==> config.mk <==
export PLATFORM = sky130hd
export DESIGN_NAME = param_bus_datapath_flat
export DESIGN_NICKNAME = d
export VERILOG_FILES = /design/src/rtl/param_bus_datapath_if.sv /design/src/rtl/param_bus_datapath.sv /design/src/flat_wrapper.sv
export SDC_FILE = /design/constraint.sdc
export NUM_CORES = 2
export LEC_CHECK = 0
export CAP_MARGIN = 20
export CORE_MARGIN = 10
export CORE_UTILIZATION = 25
export CTS_BUF_LIST = sky130_fd_sc_hd__clkbuf_8
export CTS_CLUSTER_DIAMETER = 30
export DETAILED_ROUTE_END_ITERATION = 8
export SETUP_SLACK_MARGIN = 0.05
export SLEW_MARGIN = 20
export SYNTH_ARGS = -nofsm -noshare
export SYNTH_HDL_FRONTEND = slang
export SYNTH_SLANG_ARGS = --single-unit
==> constraint.sdc <==
create_clock -name clock -period 93.2 [get_ports clock]
set_input_delay 18.64 -clock clock [delete_from_list [all_inputs] [get_ports clock]]
set_output_delay 18.64 -clock clock [all_outputs]
set_load 0.01 [all_outputs]
==> src/rtl/param_bus_datapath_if.sv <==
// Control-unit <-> datapath bus bundle for param_bus_datapath.
// master: control unit (drives selects, enables, memory/port data, MD controls).
// slave : datapath (drives bus_out, mar_out, mdr_out, ir_out, md_busy, md_done, dz_err).
interface param_bus_datapath_if #(
    parameter int WIDTH    = 32,
    parameter int NUM_REGS = 16
) ();
    localparam int RW = $clog2(NUM_REGS);

    logic [3:0]          src_sel;
    logic [RW-1:0]       src_reg;
    logic [NUM_REGS-1:0] dst_we;
    logic                pc_in, ir_in, mar_in, hi_in, lo_in, y_in;
    logic                inc_pc;
    logic                mdr_in, mdr_read;
    logic [WIDTH-1:0]    mdata_in, in_port, const_in;
    logic                z_in;
    logic [1:0]          alu_op;
    logic                md_start;
    logic [1:0]          md_mode;
    logic [WIDTH-1:0]    bus_out, mar_out, mdr_out, ir_out;
    logic                md_busy, md_done, dz_err;

    modport master (
        output src_sel, src_reg, dst_we, pc_in, ir_in, mar_in, hi_in, lo_in, y_in,
               inc_pc, mdr_in, mdr_read, mdata_in, in_port, const_in, z_in, alu_op,
               md_start, md_mode,
        input  bus_out, mar_out, mdr_out, ir_out, md_busy, md_done, dz_err
    );

    modport slave (
        input  src_sel, src_reg, dst_we, pc_in, ir_in, mar_in, hi_in, lo_in, y_in,
               inc_pc, mdr_in, mdr_read, mdata_in, in_port, const_in, z_in, alu_op,
               md_start, md_mode,
        output bus_out, mar_out, mdr_out, ir_out, md_busy, md_done, dz_err
    );
endinterface

==> src/rtl/param_bus_datapath.sv <==
// Single-bus CPU datapath: register file, PC/IR/MAR/MDR/HI/LO/Y, 2W-bit Z,
// one-cycle ALU and an iterative (WIDTH-cycle) multiply/divide unit.
// Ports: clock, clear (async active-high), cu (slave modport of the bus bundle).
module param_bus_datapath #(
    parameter int WIDTH    = 32,
    parameter int NUM_REGS = 16,
    parameter int R0_ZERO  = 1
) (
    input  logic clock,
    input  logic clear,
    param_bus_datapath_if.slave cu
);
    localparam int CW = $clog2(WIDTH) + 1;

    typedef enum logic [1:0] {S_IDLE, S_BUSY, S_DONE} md_state_t;

    logic [NUM_REGS-1:0][WIDTH-1:0] r_rf;
    logic [WIDTH-1:0]   r_pc, r_ir, r_mar, r_mdr, r_hi, r_lo, r_y;
    logic [2*WIDTH-1:0] r_z;
    md_state_t          r_state, w_state_n;
    logic [CW-1:0]      r_cnt;
    // r_acc: product high half / partial remainder; r_mq: multiplier / dividend->quotient
    logic [WIDTH-1:0]   r_acc, r_mq, r_opa;
    logic               r_is_div, r_neg_q, r_neg_r, r_dz, r_dz_err;

    logic [WIDTH-1:0]   w_bus, w_alu, w_alu_hi;
    logic               w_start, w_last, w_sa, w_sb, w_ge;
    logic [WIDTH-1:0]   w_mag_a, w_mag_b, w_acc_n, w_mq_n, w_quo, w_rem;
    logic [WIDTH:0]     w_sum, w_diff;
    logic [2*WIDTH-1:0] w_prod, w_md_res;

    // Bus source mux; encoded select means no contention.
    always_comb begin
        w_bus = '0;
        case (cu.src_sel)
            4'd0: w_bus = (R0_ZERO != 0 && cu.src_reg == '0) ? '0 : r_rf[cu.src_reg];
            4'd1: w_bus = r_hi;
            4'd2: w_bus = r_lo;
            4'd3: w_bus = r_z[2*WIDTH-1:WIDTH];
            4'd4: w_bus = r_z[WIDTH-1:0];
            4'd5: w_bus = r_pc;
            4'd6: w_bus = r_mdr;
            4'd7: w_bus = cu.in_port;
            4'd8: w_bus = cu.const_in;
            default: w_bus = '0;
        endcase
    end

    always_comb begin
        w_alu = '0;
        case (cu.alu_op)
            2'b00: w_alu = r_y + w_bus;
            2'b01: w_alu = r_y - w_bus;
            2'b10: w_alu = r_y & w_bus;
            2'b11: w_alu = r_y | w_bus;
            default: w_alu = '0;
        endcase
        w_alu_hi = cu.alu_op[1] ? '0 : {WIDTH{w_alu[WIDTH-1]}};
    end

    // Register loads from the bus.
    always_ff @(posedge clock or posedge clear) begin
        if (clear) begin
            r_rf  <= '0;
            r_pc  <= '0;
            r_ir  <= '0;
            r_mar <= '0;
            r_mdr <= '0;
            r_hi  <= '0;
            r_lo  <= '0;
            r_y   <= '0;
        end else begin
            for (int i = 0; i < NUM_REGS; i++)
                if (cu.dst_we[i]) r_rf[i] <= w_bus;
            if (cu.pc_in)       r_pc <= w_bus;
            else if (cu.inc_pc) r_pc <= r_pc + WIDTH'(1);
            if (cu.ir_in)  r_ir  <= w_bus;
            if (cu.mar_in) r_mar <= w_bus;
            if (cu.mdr_in) r_mdr <= cu.mdr_read ? cu.mdata_in : w_bus;
            if (cu.hi_in)  r_hi  <= w_bus;
            if (cu.lo_in)  r_lo  <= w_bus;
            if (cu.y_in)   r_y   <= w_bus;
        end
    end

    // MD sequencer: the done state blocks a back-to-back start for one cycle.
    always_ff @(posedge clock or posedge clear) begin
        if (clear) r_state <= S_IDLE;
        else       r_state <= w_state_n;
    end

    always_comb begin
        w_state_n = r_state;
        case (r_state)
            S_IDLE:  if (cu.md_start) w_state_n = S_BUSY;
            S_BUSY:  if (w_last)      w_state_n = S_DONE;
            S_DONE:  w_state_n = S_IDLE;
            default: w_state_n = S_IDLE;
        endcase
    end

    assign w_start = (r_state == S_IDLE) && cu.md_start;
    assign w_last  = (r_state == S_BUSY) && (r_cnt == CW'(WIDTH - 1));

    // Operand magnitudes; A is Y, B is the bus.
    assign w_sa    = !cu.md_mode[0] && r_y[WIDTH-1];
    assign w_sb    = !cu.md_mode[0] && w_bus[WIDTH-1];
    assign w_mag_a = w_sa ? -r_y : r_y;
    assign w_mag_b = w_sb ? -w_bus : w_bus;

    // One radix-2 step. Divide: borrow out of the (W+1)-bit subtract means "no fit".
    assign w_sum  = {1'b0, r_acc} + (r_mq[0] ? {1'b0, r_opa} : '0);
    assign w_diff = {r_acc, r_mq[WIDTH-1]} - {1'b0, r_opa};
    assign w_ge   = ~w_diff[WIDTH];

    always_comb begin
        if (r_is_div) begin
            w_acc_n = w_ge ? w_diff[WIDTH-1:0] : {r_acc[WIDTH-2:0], r_mq[WIDTH-1]};
            w_mq_n  = {r_mq[WIDTH-2:0], w_ge};
        end else begin
            w_acc_n = w_sum[WIDTH:1];
            w_mq_n  = {w_sum[0], r_mq[WIDTH-1:1]};
        end
        w_prod = {w_acc_n, w_mq_n};
        // Divide by zero forces an all-ones quotient regardless of sign;
        // the remainder magnitude is already |dividend| and regains its sign.
        w_quo  = r_dz ? '1 : (r_neg_q ? -w_mq_n : w_mq_n);
        w_rem  = r_neg_r ? -w_acc_n : w_acc_n;
        w_md_res = r_is_div ? {w_rem, w_quo} : (r_neg_q ? -w_prod : w_prod);
    end

    always_ff @(posedge clock or posedge clear) begin
        if (clear) begin
            r_z      <= '0;
            r_cnt    <= '0;
            r_acc    <= '0;
            r_mq     <= '0;
            r_opa    <= '0;
            r_is_div <= 1'b0;
            r_neg_q  <= 1'b0;
            r_neg_r  <= 1'b0;
            r_dz     <= 1'b0;
            r_dz_err <= 1'b0;
        end else begin
            if (w_start) begin
                r_cnt    <= '0;
                r_acc    <= '0;
                r_mq     <= cu.md_mode[1] ? w_mag_a : w_mag_b;
                r_opa    <= cu.md_mode[1] ? w_mag_b : w_mag_a;
                r_is_div <= cu.md_mode[1];
                r_neg_q  <= w_sa ^ w_sb;
                r_neg_r  <= w_sa;
                r_dz     <= cu.md_mode[1] && (w_bus == '0);
            end else if (r_state == S_BUSY) begin
                r_cnt <= r_cnt + CW'(1);
                r_acc <= w_acc_n;
                r_mq  <= w_mq_n;
            end
            if (w_last) begin
                r_z <= w_md_res;
                if (r_dz) r_dz_err <= 1'b1;
            end else if (cu.z_in && r_state != S_BUSY) begin
                r_z <= {w_alu_hi, w_alu};
            end
        end
    end

    assign cu.bus_out = w_bus;
    assign cu.mar_out = r_mar;
    assign cu.mdr_out = r_mdr;
    assign cu.ir_out  = r_ir;
    assign cu.md_busy = (r_state == S_BUSY);
    assign cu.md_done = (r_state == S_DONE);
    assign cu.dz_err  = r_dz_err;
endmodule

==> src/flat_wrapper.sv <==
// flat-port wrapper written by rule: the top's interface ports become plain ports
module param_bus_datapath_flat 
#(
    parameter int WIDTH    = 32,
    parameter int NUM_REGS = 16,
    parameter int R0_ZERO  = 1
)
  (clock, clear, cu_src_sel, cu_src_reg, cu_dst_we, cu_pc_in, cu_ir_in, cu_mar_in, cu_hi_in, cu_lo_in, cu_y_in, cu_inc_pc, cu_mdr_in, cu_mdr_read, cu_mdata_in, cu_in_port, cu_const_in, cu_z_in, cu_alu_op, cu_md_start, cu_md_mode, cu_bus_out, cu_mar_out, cu_mdr_out, cu_ir_out, cu_md_busy, cu_md_done, cu_dz_err);
  param_bus_datapath_if #(.WIDTH(WIDTH), .NUM_REGS(NUM_REGS)) cu_i ();
  input  logic clock;
  input  logic clear;
  input wire logic [$bits(cu_i.src_sel)-1:0] cu_src_sel;
  input wire logic [$bits(cu_i.src_reg)-1:0] cu_src_reg;
  input wire logic [$bits(cu_i.dst_we)-1:0] cu_dst_we;
  input wire logic [$bits(cu_i.pc_in)-1:0] cu_pc_in;
  input wire logic [$bits(cu_i.ir_in)-1:0] cu_ir_in;
  input wire logic [$bits(cu_i.mar_in)-1:0] cu_mar_in;
  input wire logic [$bits(cu_i.hi_in)-1:0] cu_hi_in;
  input wire logic [$bits(cu_i.lo_in)-1:0] cu_lo_in;
  input wire logic [$bits(cu_i.y_in)-1:0] cu_y_in;
  input wire logic [$bits(cu_i.inc_pc)-1:0] cu_inc_pc;
  input wire logic [$bits(cu_i.mdr_in)-1:0] cu_mdr_in;
  input wire logic [$bits(cu_i.mdr_read)-1:0] cu_mdr_read;
  input wire logic [$bits(cu_i.mdata_in)-1:0] cu_mdata_in;
  input wire logic [$bits(cu_i.in_port)-1:0] cu_in_port;
  input wire logic [$bits(cu_i.const_in)-1:0] cu_const_in;
  input wire logic [$bits(cu_i.z_in)-1:0] cu_z_in;
  input wire logic [$bits(cu_i.alu_op)-1:0] cu_alu_op;
  input wire logic [$bits(cu_i.md_start)-1:0] cu_md_start;
  input wire logic [$bits(cu_i.md_mode)-1:0] cu_md_mode;
  output wire logic [$bits(cu_i.bus_out)-1:0] cu_bus_out;
  output wire logic [$bits(cu_i.mar_out)-1:0] cu_mar_out;
  output wire logic [$bits(cu_i.mdr_out)-1:0] cu_mdr_out;
  output wire logic [$bits(cu_i.ir_out)-1:0] cu_ir_out;
  output wire logic [$bits(cu_i.md_busy)-1:0] cu_md_busy;
  output wire logic [$bits(cu_i.md_done)-1:0] cu_md_done;
  output wire logic [$bits(cu_i.dz_err)-1:0] cu_dz_err;
  assign cu_i.src_sel = cu_src_sel;
  assign cu_i.src_reg = cu_src_reg;
  assign cu_i.dst_we = cu_dst_we;
  assign cu_i.pc_in = cu_pc_in;
  assign cu_i.ir_in = cu_ir_in;
  assign cu_i.mar_in = cu_mar_in;
  assign cu_i.hi_in = cu_hi_in;
  assign cu_i.lo_in = cu_lo_in;
  assign cu_i.y_in = cu_y_in;
  assign cu_i.inc_pc = cu_inc_pc;
  assign cu_i.mdr_in = cu_mdr_in;
  assign cu_i.mdr_read = cu_mdr_read;
  assign cu_i.mdata_in = cu_mdata_in;
  assign cu_i.in_port = cu_in_port;
  assign cu_i.const_in = cu_const_in;
  assign cu_i.z_in = cu_z_in;
  assign cu_i.alu_op = cu_alu_op;
  assign cu_i.md_start = cu_md_start;
  assign cu_i.md_mode = cu_md_mode;
  assign cu_bus_out = cu_i.bus_out;
  assign cu_mar_out = cu_i.mar_out;
  assign cu_mdr_out = cu_i.mdr_out;
  assign cu_ir_out = cu_i.ir_out;
  assign cu_md_busy = cu_i.md_busy;
  assign cu_md_done = cu_i.md_done;
  assign cu_dz_err = cu_i.dz_err;
  param_bus_datapath #(.WIDTH(WIDTH), .NUM_REGS(NUM_REGS), .R0_ZERO(R0_ZERO)) u_core (.clock(clock), .clear(clear), .cu(cu_i));
endmodule
==> results_dict.tcl <==
set metrics [dict create \
    rows 167 \
    postCtsSetupBuffers 0 \
    cts_buffer_depth 3 \
    fill_cells 21600 \
    yosys_warnings 0 \
    rsz0062_at_grt "false" \
    p_leak_uw 0.0260 \
    setup_viol 0 \
    netlist_instances 5743 \
    synth_xor_area_share_pct 4.20 \
    critPathSlowestCell "clkdlybuf4s50_1" \
    cp.arrival_ns 23.24 \
    place.gp.congestion 1.00 \
    cp-start-kind "input port" \
    grtUsageTotal_pct 18.9 \
    relSlewSlack_pct 19.6 \
    met1_usage_pct 23.5 \
    port_buffers 267 \
    clk_latency_ns 0.97 \
    top_usage_layer "met2" \
    synth-seq-area-share_pct 43.7 \
    cap_viol_max_count 0 \
    synthMuxAreaShare_pct 9.81 \
    whs_ns 0.487 \
    synth-simple-area-share_pct 15.1 \
    first_pass_iters 9 \
    vias_per_cell 5.31 \
    synthAdderAreaFrac_pct 2.67 \
    num_vias 47100 \
    drive_gt1_share_pct 13.1 \
    syn2layout_area_growth_pct 20.1 \
    routed_wirelength_mm 224 \
    cts_hold_buf 0 \
    min_path_cells 2 \
    cts_buffers 214 \
    synth_seq_cells 909 \
    power.internal_uw 1130 \
    multi_input_area_sq_um 27300 \
    grt_overflow 0 \
    reg2regPathDepth 26 \
    async_flop_share_pct 100 \
    post_cts_resized 0 \
    cts-root-buf "clkbuf_8" \
    worstSetupPathType "input port to primary output" \
    nets 6132 \
    synth_top_area_share_pct 43.7 \
    ys_top_cells_by_area "dfrtp_1 44%, a21oi_1 9.1%, nor2_1 6.9%, mux4_2 5.8%, o21ai_0 3.1%" \
    first_iter_violations 5277 \
    p_comb_share_pct 43.9 \
    ios 268 \
    synth.distinct_cells 103 \
    ys.flop_type "dfrtp_1" \
    p_seq_share_pct 28.5 \
    crit_top_cell "buf_4" \
    htreeDepth 4 \
    placed_area_sq_um 57400 \
    dp_hpwl_mm 158 \
    postSynthAreaPerCell_sq_um 9.07 \
    grtUsageMet3_pct 4.12 \
    min_period_over_period_pct 44.9 \
    finalHoldViolCount 0 \
    p_per_area_nw_per_um2 31.9 \
    end_kind "primary output" \
    initial_core_util_pct 25.2 \
    grt_max_degree 185 \
    drc 0 \
    status "finished, final reports clean" \
    layout_commonest_cell "nor2_1" \
    antenna_found_initial 28 \
    design_area_sq_um 62600 \
    peakVddDrop_mv 0.0218 \
    synth_edf_count 0 \
    avgRoutedWirePerCell_um 25.3 \
    dieArea_sq_um 227000 \
    seq_area_sq_um 22800 \
    synth_nets 5986 \
    synth_compound_area_share_pct 20.1 \
    crit_fanout 35 \
    final_cells 8864 \
    synth_area_sq_um 52100 \
    switching_power_uw 870 \
    clk_pin_slew_worst_paths_ns 0.05 \
    place_inst 8459 \
    fmax_ghz 0.0239 \
    fp.dieH_um 476 \
    final-max-slew-violation-count 0 \
    finClkSkew_ns 0.0708 \
    yosys.area.top_type "dfrtp_1" \
    grt_util_met2_pct 29.0 \
    synth_top_family_by_area "compound AO/OA/AOI/OAI gates" \
    fin_crit_ns 41.88 \
    slowest_delay_ns 0.70 \
    tns_ns 0 \
    grt_pass1_vias 45500 \
    worstMarginPinSlew_ns 1.17 \
    worstPathRequired_ns 74.56 \
    grt_pass1_wl_mm 324 \
    chipWidth_um 476 \
    core-area_sq_um 207000 \
    worstPathCellList "buf_4 -> buf_4 -> buf_4 -> mux4_2 -> mux2i_1 -> o22ai_1 -> a2111oi_2 -> buf_4 -> inv_1 -> clkdlybuf4s50_1" \
    hold_class "flop to flop" \
    layout_common_cells "953 x nor2_1, 945 x a21oi_1, 907 x dfrtp_1, 377 x nand2_1, 319 x o21ai_0" \
    tritoncts "yes" \
    switching_share_pct 43.6 \
    clock_sink_count 909 \
    ant_nets 0 \
    clkPwrFrac_pct 27.6 \
]
## power groups by stage
| stage | combinational (uW) | clock, uW | sequential [uW] |
|---|---|---|---|
| final | 877 | 551 | 569 |
| after CTS | 862 | 558 | 566 |
| after global placement | 846 | 0 | 570 |
| after floorplan | 587 | 0 | 529 |
| after detailed placement | 857 | 0 | 571 |
| after global routing | 947 | 580 | 576 |
## final timing paths
check	from	endpoint	slack, ns
hold / removal	u_core.r_z[29]	u_core.r_z[29]	0.49
setup / recovery	cu_src_reg[2]	cu_bus_out[25]	51.32
min in group asynchronous	clear	u_core.cu.mar_out[29]	18.24
max in group asynchronous	clear	u_core.r_pc[20]	71.69
setup reg to reg	u_core.r_mq[31]	u_core.r_z[56]	85.32
hold reg to reg	u_core.r_z[29]	u_core.r_z[29]	0.49
## sequential cells by signal, indices dropped and copies added (netlist names), 2 cells and up
register and count:
u_core.r_z 64, u_core.r_mq 32, u_core.r_lo 32, u_core.cu.mar_out 32
u_core.r_cnt 6, u_core.cu.mdr_out 32, u_core.r_pc 32, u_core.r_state 2
u_core.r_opa 32, u_core.cu.ir_out 32, u_core.r_rf 512, u_core.r_hi 32
u_core.r_acc 32, u_core.r_y 32
## cell type report
cell class	instances	share of cell area, %
Antenna cell	9	0.0360
Clock buffer	250	5.50
Multi-Input combinational cell	4253	43.6
Tap cell	2788	5.57
Sequential cell	909	36.4
Clock inverter	144	2.70
Timing Repair Buffer	386	5.52
Inverter	125	0.762
## metal layers
layer  share of wire, %  wire [um]  up-vias
li1                   -          -    20800
met1                 39      88500    23300
met2                 45      99800     2304
met3                7.7      17300      564
met4                8.3      18500       14
met5              0.031         70        -
## synthesized netlist by cell type, types with 92 or more instances
cell	number
nor3_1	92
nand2_1	378
mux2i_1	136
inv_1	116
ha_1	103
dfrtp_1	909
clkbuf_1	329
xnor2_1	168
o21ai_0	319
nor2_1	957
a21oi_1	945
mux4_2	134
## logic make-up after synthesis
family	after synthesis
AO/OA/AOI/OAI	1774
XOR/XNOR	249
adder cells (fa/ha/maj)	110
buffers and inverters	581
flip-flops	909
multiplexers	335
AND/OR/NAND/NOR	1785
## worst max-delay path: cells and delay by family
kind	cells	cell delay [ns]
AO/OA/AOI/OAI	2	0.92
multiplexers	2	0.74
buffers and inverters	6	2.83
## metrics by stage
step	util, %	power [uW]	setup WS, ns
global placement	27.7	1420	51.37
detailed placement	27.7	1430	51.32
floorplan	-	1120	49.00
CTS	30.2	1990	51.31
finish	30.2	2000	51.32
global route	30.2	2100	51.13
(Power assumes the default switching activity.)
